<file path="config.mk">
export PLATFORM = sky130hd
export DESIGN_NAME = pwm_fader
export DESIGN_NICKNAME = d
export VERILOG_FILES = /design/src/rtl/pwm_fader.sv
export SDC_FILE = /design/constraint.sdc
export NUM_CORES = 1
export LEC_CHECK = 0
export CORE_MARGIN = 4
export CORE_UTILIZATION = 26
export DETAILED_ROUTE_END_ITERATION = 8
export PLACE_DENSITY = 0.43
export SLEW_MARGIN = 20
export SYNTH_ARGS = -nofsm -noshare
export SYNTH_HDL_FRONTEND = slang
export SYNTH_SLANG_ARGS = --single-unit
export TNS_END_PERCENT = 30
</file>
<file path="constraint.sdc">
create_clock -name clk -period 8.8 [get_ports clk]
set_input_delay 2.2 -clock clk [delete_from_list [all_inputs] [get_ports clk]]
set_output_delay 2.2 -clock clk [all_outputs]
set_load 0.02 [all_outputs]
</file>
<file path="src/rtl/pwm_fader.sv">
// pwm_fader: walks a PWM duty register one LSB at a time toward a commanded
// target, changing duty only at period boundaries. Supports one-shot ramps
// and a continuous breathe mode that bounces between 0 and the target.
module pwm_fader #(
  parameter int dutyBits = 8,
  parameter int rateBits = 8
) (
  input  logic                clk,
  input  logic                rst,
  input  logic                cmd_valid,
  output logic                cmd_ready,
  input  logic [dutyBits-1:0] cmd_target,
  input  logic [rateBits-1:0] cmd_rate,
  input  logic                cmd_breathe,
  output logic [dutyBits-1:0] duty,
  output logic                busy,
  output logic                done,
  output logic                period_tick
);

  localparam logic [1:0] IDLE    = 2'd0;
  localparam logic [1:0] RAMP    = 2'd1;
  localparam logic [1:0] BREATHE = 2'd2;

  logic [1:0]          state;
  logic [dutyBits-1:0] pcnt;
  logic [dutyBits-1:0] target;
  logic [rateBits-1:0] rate;
  logic [rateBits-1:0] rcnt;
  logic                dir_up;
  logic                accept;
  logic                step_now;
  logic [dutyBits-1:0] next_duty;
  logic                next_dir_up;

  assign period_tick = (pcnt == '1);
  assign cmd_ready   = (state == IDLE) || (state == BREATHE);
  assign busy        = (state != IDLE);
  assign accept      = cmd_valid && cmd_ready;
  // Rate 0 means "jump", so every tick is a step; otherwise step once rcnt
  // has counted rate-1 earlier ticks.
  assign step_now    = (rate == '0) || (rcnt == (rate - rateBits'(1)));

  // Work out the duty value and direction a step would produce this tick.
  always_comb begin
    next_duty   = duty;
    next_dir_up = dir_up;
    if (state == RAMP) begin
      if (rate == '0)
        next_duty = target;
      else if (duty < target)
        next_duty = duty + dutyBits'(1);
      else if (duty > target)
        next_duty = duty - dutyBits'(1);
    end else if (state == BREATHE) begin
      if (rate == '0) begin
        // Jump mode breathe just flips between the peak and zero.
        next_duty   = dir_up ? target : '0;
        next_dir_up = !dir_up;
      end else if (target == '0) begin
        // Peak of zero: drain whatever duty is left, then sit at zero.
        next_duty   = (duty == '0) ? '0 : duty - dutyBits'(1);
        next_dir_up = 1'b1;
      end else begin
        // Climb only while below the peak; the floor forces a climb too.
        if ((dir_up && (duty < target)) || (duty == '0))
          next_duty = duty + dutyBits'(1);
        else
          next_duty = duty - dutyBits'(1);
        if (next_duty >= target)
          next_dir_up = 1'b0;
        else if (next_duty == '0)
          next_dir_up = 1'b1;
        else
          next_dir_up = (next_duty > duty);
      end
    end
  end

  // Period counter, command latch and tick-aligned duty sequencing.
  always_ff @(posedge clk) begin
    if (rst) begin
      pcnt   <= '0;
      duty   <= '0;
      state  <= IDLE;
      done   <= 1'b0;
      target <= '0;
      rate   <= '0;
      rcnt   <= '0;
      dir_up <= 1'b1;
    end else begin
      pcnt <= pcnt + dutyBits'(1);
      done <= 1'b0;
      if (accept) begin
        // A tick coinciding with acceptance is deliberately not counted.
        target <= cmd_target;
        rate   <= cmd_rate;
        rcnt   <= '0;
        state  <= cmd_breathe ? BREATHE : RAMP;
        if (cmd_breathe) begin
          if (state == IDLE)
            dir_up <= 1'b1;
          else if (cmd_target < duty)
            dir_up <= 1'b0;
        end
      end else if (period_tick && (state != IDLE)) begin
        if ((state == RAMP) && (duty == target)) begin
          state <= IDLE;
          done  <= 1'b1;
        end else if (step_now) begin
          rcnt   <= '0;
          duty   <= next_duty;
          dir_up <= next_dir_up;
          if ((state == RAMP) && (next_duty == target)) begin
            state <= IDLE;
            done  <= 1'b1;
          end
        end else begin
          rcnt <= rcnt + rateBits'(1);
        end
      end
    end
  end

endmodule
</file>
==> impl_metrics.toml <==
[critical_path]
worstSetupPathType = "flop to primary output"
end_kind = "primary output"
required_ns = 6.60
critical_path_peak_fanout = 28
cp.arrival_ns = 2.39
crit_path_start_kind = "flop"

[clock_network]
cts_made_buffers = 5
htreeDepth = 2
clockBufferDepth = 2
clock-sinks = 44
hold_buffers = 0
cts-resized-gates = 0
cts.clk_slew.worst_paths_ns = 0.06
post_cts_buffers = 0
root_buffer = "clkbuf_16"
clkLatencyLatePin_ns = 0.28
cts_tree = "built"

[die]
fp.dieArea_um2 = 18600
fp.dieW_um = 136
rows = 46
core_area_um2 = 16000
die_y_um = 136
io_pins = 32
start_util = 0.267

[grt]
gr-usage-all-layers = 0.163
grt_max_degree = 38
grt_pass1_vias = 4161
grt.overflow.total = 0
antenna_found_initial = 0
grt_first_pass_wirelength_um = 23800

[place]
port-buffer-count = 31
dp_worst_setup_slack_ns = 4.13
place.gp.congestion = 0.934
dp.final_hpwl_um = 11400
place_area_um2 = 4760

[drt]
drt_pass1_iterations = 5
viasPerCell = 5.46
vias = 4391
drc = 0
routedWlPerCell_um = 18.8
totalWireLength_um = 15100
drt_iter0_drc = 385
ant_nets = 0

[timing]
fin_tns_setup_ns = 0
grt_setup_unrepaired = "false"
finalMaxSlewViolations = 0
setup_ws_ns = 4.21
timing.final.crit_share = 0.521
whs_ns = 0.452
fmax_mhz = 218
finalHoldViolations = 0
worst_slew_pin_slew_ns = 0.977
setup_viol = 0
worst_slew_margin_rel = 0.343
final.min_clock_period_ns = 4.59
fin_worst_skew_ns = 0.00607

[power]
clockPowerShare = 0.268
p_leak_nw = 1.81
p_int_uw = 469
swShare = 0.393
powerDensity_nw_per_um2 = 157
comb_power_share = 0.423
power.total_uw = 774
p_seq_frac = 0.308
switchingPower_uw = 304
vdd_drop_max_mv = 0.0745

[finish]
drive_gt1_frac = 0.0595
syn2layout_area_growth_pct = 15.3
final_nets = 644
antenna_cells = 0
fillerInstances = 1759
fin_area_um2 = 4930

[synth]
yosys-top-cells-area = "dfxtp_1 (21%), ha_1 (11%), a21oi_1 (7.7%)"
synthArstFlopShare = 0
yosysMostFrequentCell = "nand2_1"
syn-num-nets = 631
synth_top_area_cell = "dfxtp_1"
ys_types = 80
yosysWarnings = 0
syn_area_um2 = 4270
synth_top_area_share = 0.206
synthTopCellsByCount = "nand2_1 (69), a21oi_1 (66), nor2_1 (58)"
synth_edf_count = 0
synth_seq_cells = 44
syn_area_per_cell_um2 = 7.45
syn_inst = 574
yosysSeqAreaShare = 0.206
ys.flop_type = "dfxtp_1"

[hold_path]
hp-class = "flop to flop"

[job]
drv_cap = 0

[outcome]
outcome = "complete, no violations"
==> layout by cell type (no fill, tap or decap), types with 3 or more instances in the layout <==
cell,count
a211o_1,3
a21o_1,5
a21oi_1,66
a2bb2oi_1,3
a311o_1,5
a31oi_1,7
and2_1,4
and3_1,4
buf_4,7
clkbuf_16,5
clkdlybuf4s50_1,31
dfxtp_1,44
ha_1,37
inv_1,19
mux2i_1,10
nand2_1,69
nand2b_1,6
nand3_1,21
nand4_1,6
nor2_1,58
nor2b_1,10
nor3_1,10
nor4_1,6
nor4_4,3
o2111ai_1,3
o211ai_1,11
o21a_1,5
o21ai_0,18
o31ai_1,4
o41ai_1,3
or2_2,3
or3_1,3
or4_1,3
xnor2_1,32
xor2_1,10
==> registers in the layout, summed over array words and instances (netlist names) <==
| name | flops |
|---|---|
| rcnt | 8 |
| duty | 8 |
| rate | 8 |
| target | 8 |
| pcnt | 8 |
| dir_up | 1 |
| state | 2 |
| done | 1 |
==> final cells by class <==
cell class / count / area (um^2) / area share
flip-flops and latches: 44 / 881 / 0.179
multi-input cells: 476 / 3170 / 0.643
clock inverters: 2 / 35.0 / 0.00711
repair buffers: 38 / 363 / 0.0736
well taps: 216 / 270 / 0.0548
inverters: 22 / 82.6 / 0.0168
clock buffers: 6 / 129 / 0.0261
==> cells by family (layout without fill, tap and decap cells) <==
kind of cell | Yosys count | after routing | synth area share
mux | 11 | 11 | 0.0261
xor+xnor | 42 | 42 | 0.0861
flops | 44 | 44 | 0.206
compound gates | 166 | 166 | 0.261
fa+ha+maj | 37 | 37 | 0.108
buf+inv | 54 | 68 | 0.0544
simple gates | 220 | 220 | 0.258
==> per-stage QoR <==
step,util,std cells
final,0.308,804
after global routing,0.308,804
after CTS,0.308,804
after detailed placement,0.297,796
after global placement,0.297,796
after floorplan,-,574
==> worst max-delay path, cell delays in order, from the launching register on <==
cell	delay (ns)
dfxtp_1	0.95
inv_1	0.49
clkdlybuf4s50_1	0.66
==> per-layer routing <==
layer  global-route usage  up-vias  routed length (um)
met5                    0        -                   0
met4               0.0577        0                 395
met3               0.0255       28                 892
met2                0.256      169                6850
met1                0.226     2085                6990
li1                     -     2109                   -
==> power by group through the flow <==
stage / Combinational (mW) / Clock, mW / Sequential, mW
after CTS: 0.321 / 0.216 / 0.238
after global routing: 0.358 / 0.223 / 0.242
after global placement: 0.322 / 0 / 0.242
after detailed placement: 0.319 / 0 / 0.243
after floorplan: 0.251 / 0 / 0.224
final: 0.327 / 0.208 / 0.239
==> worst paths after layout <==
| path | end | startpoint | slack [ns] | cells after the start |
|---|---|---|---|---|
| worst min register to register | pcnt[0]$_SDFF_PP0_ | pcnt[0]$_SDFF_PP0_ | 0.45 | 1 |
| worst min-delay path | pcnt[0]$_SDFF_PP0_ | pcnt[0]$_SDFF_PP0_ | 0.45 | 1 |
| worst max register to register | dir_up$_SDFFE_PP1P_ | target[7]$_SDFFE_PP0P_ | 4.42 | 17 |
| worst max-delay path | cmd_ready | state[0]$_SDFFE_PP0P_ | 4.21 | 2 |
Power figures use the tool's default switching activity.
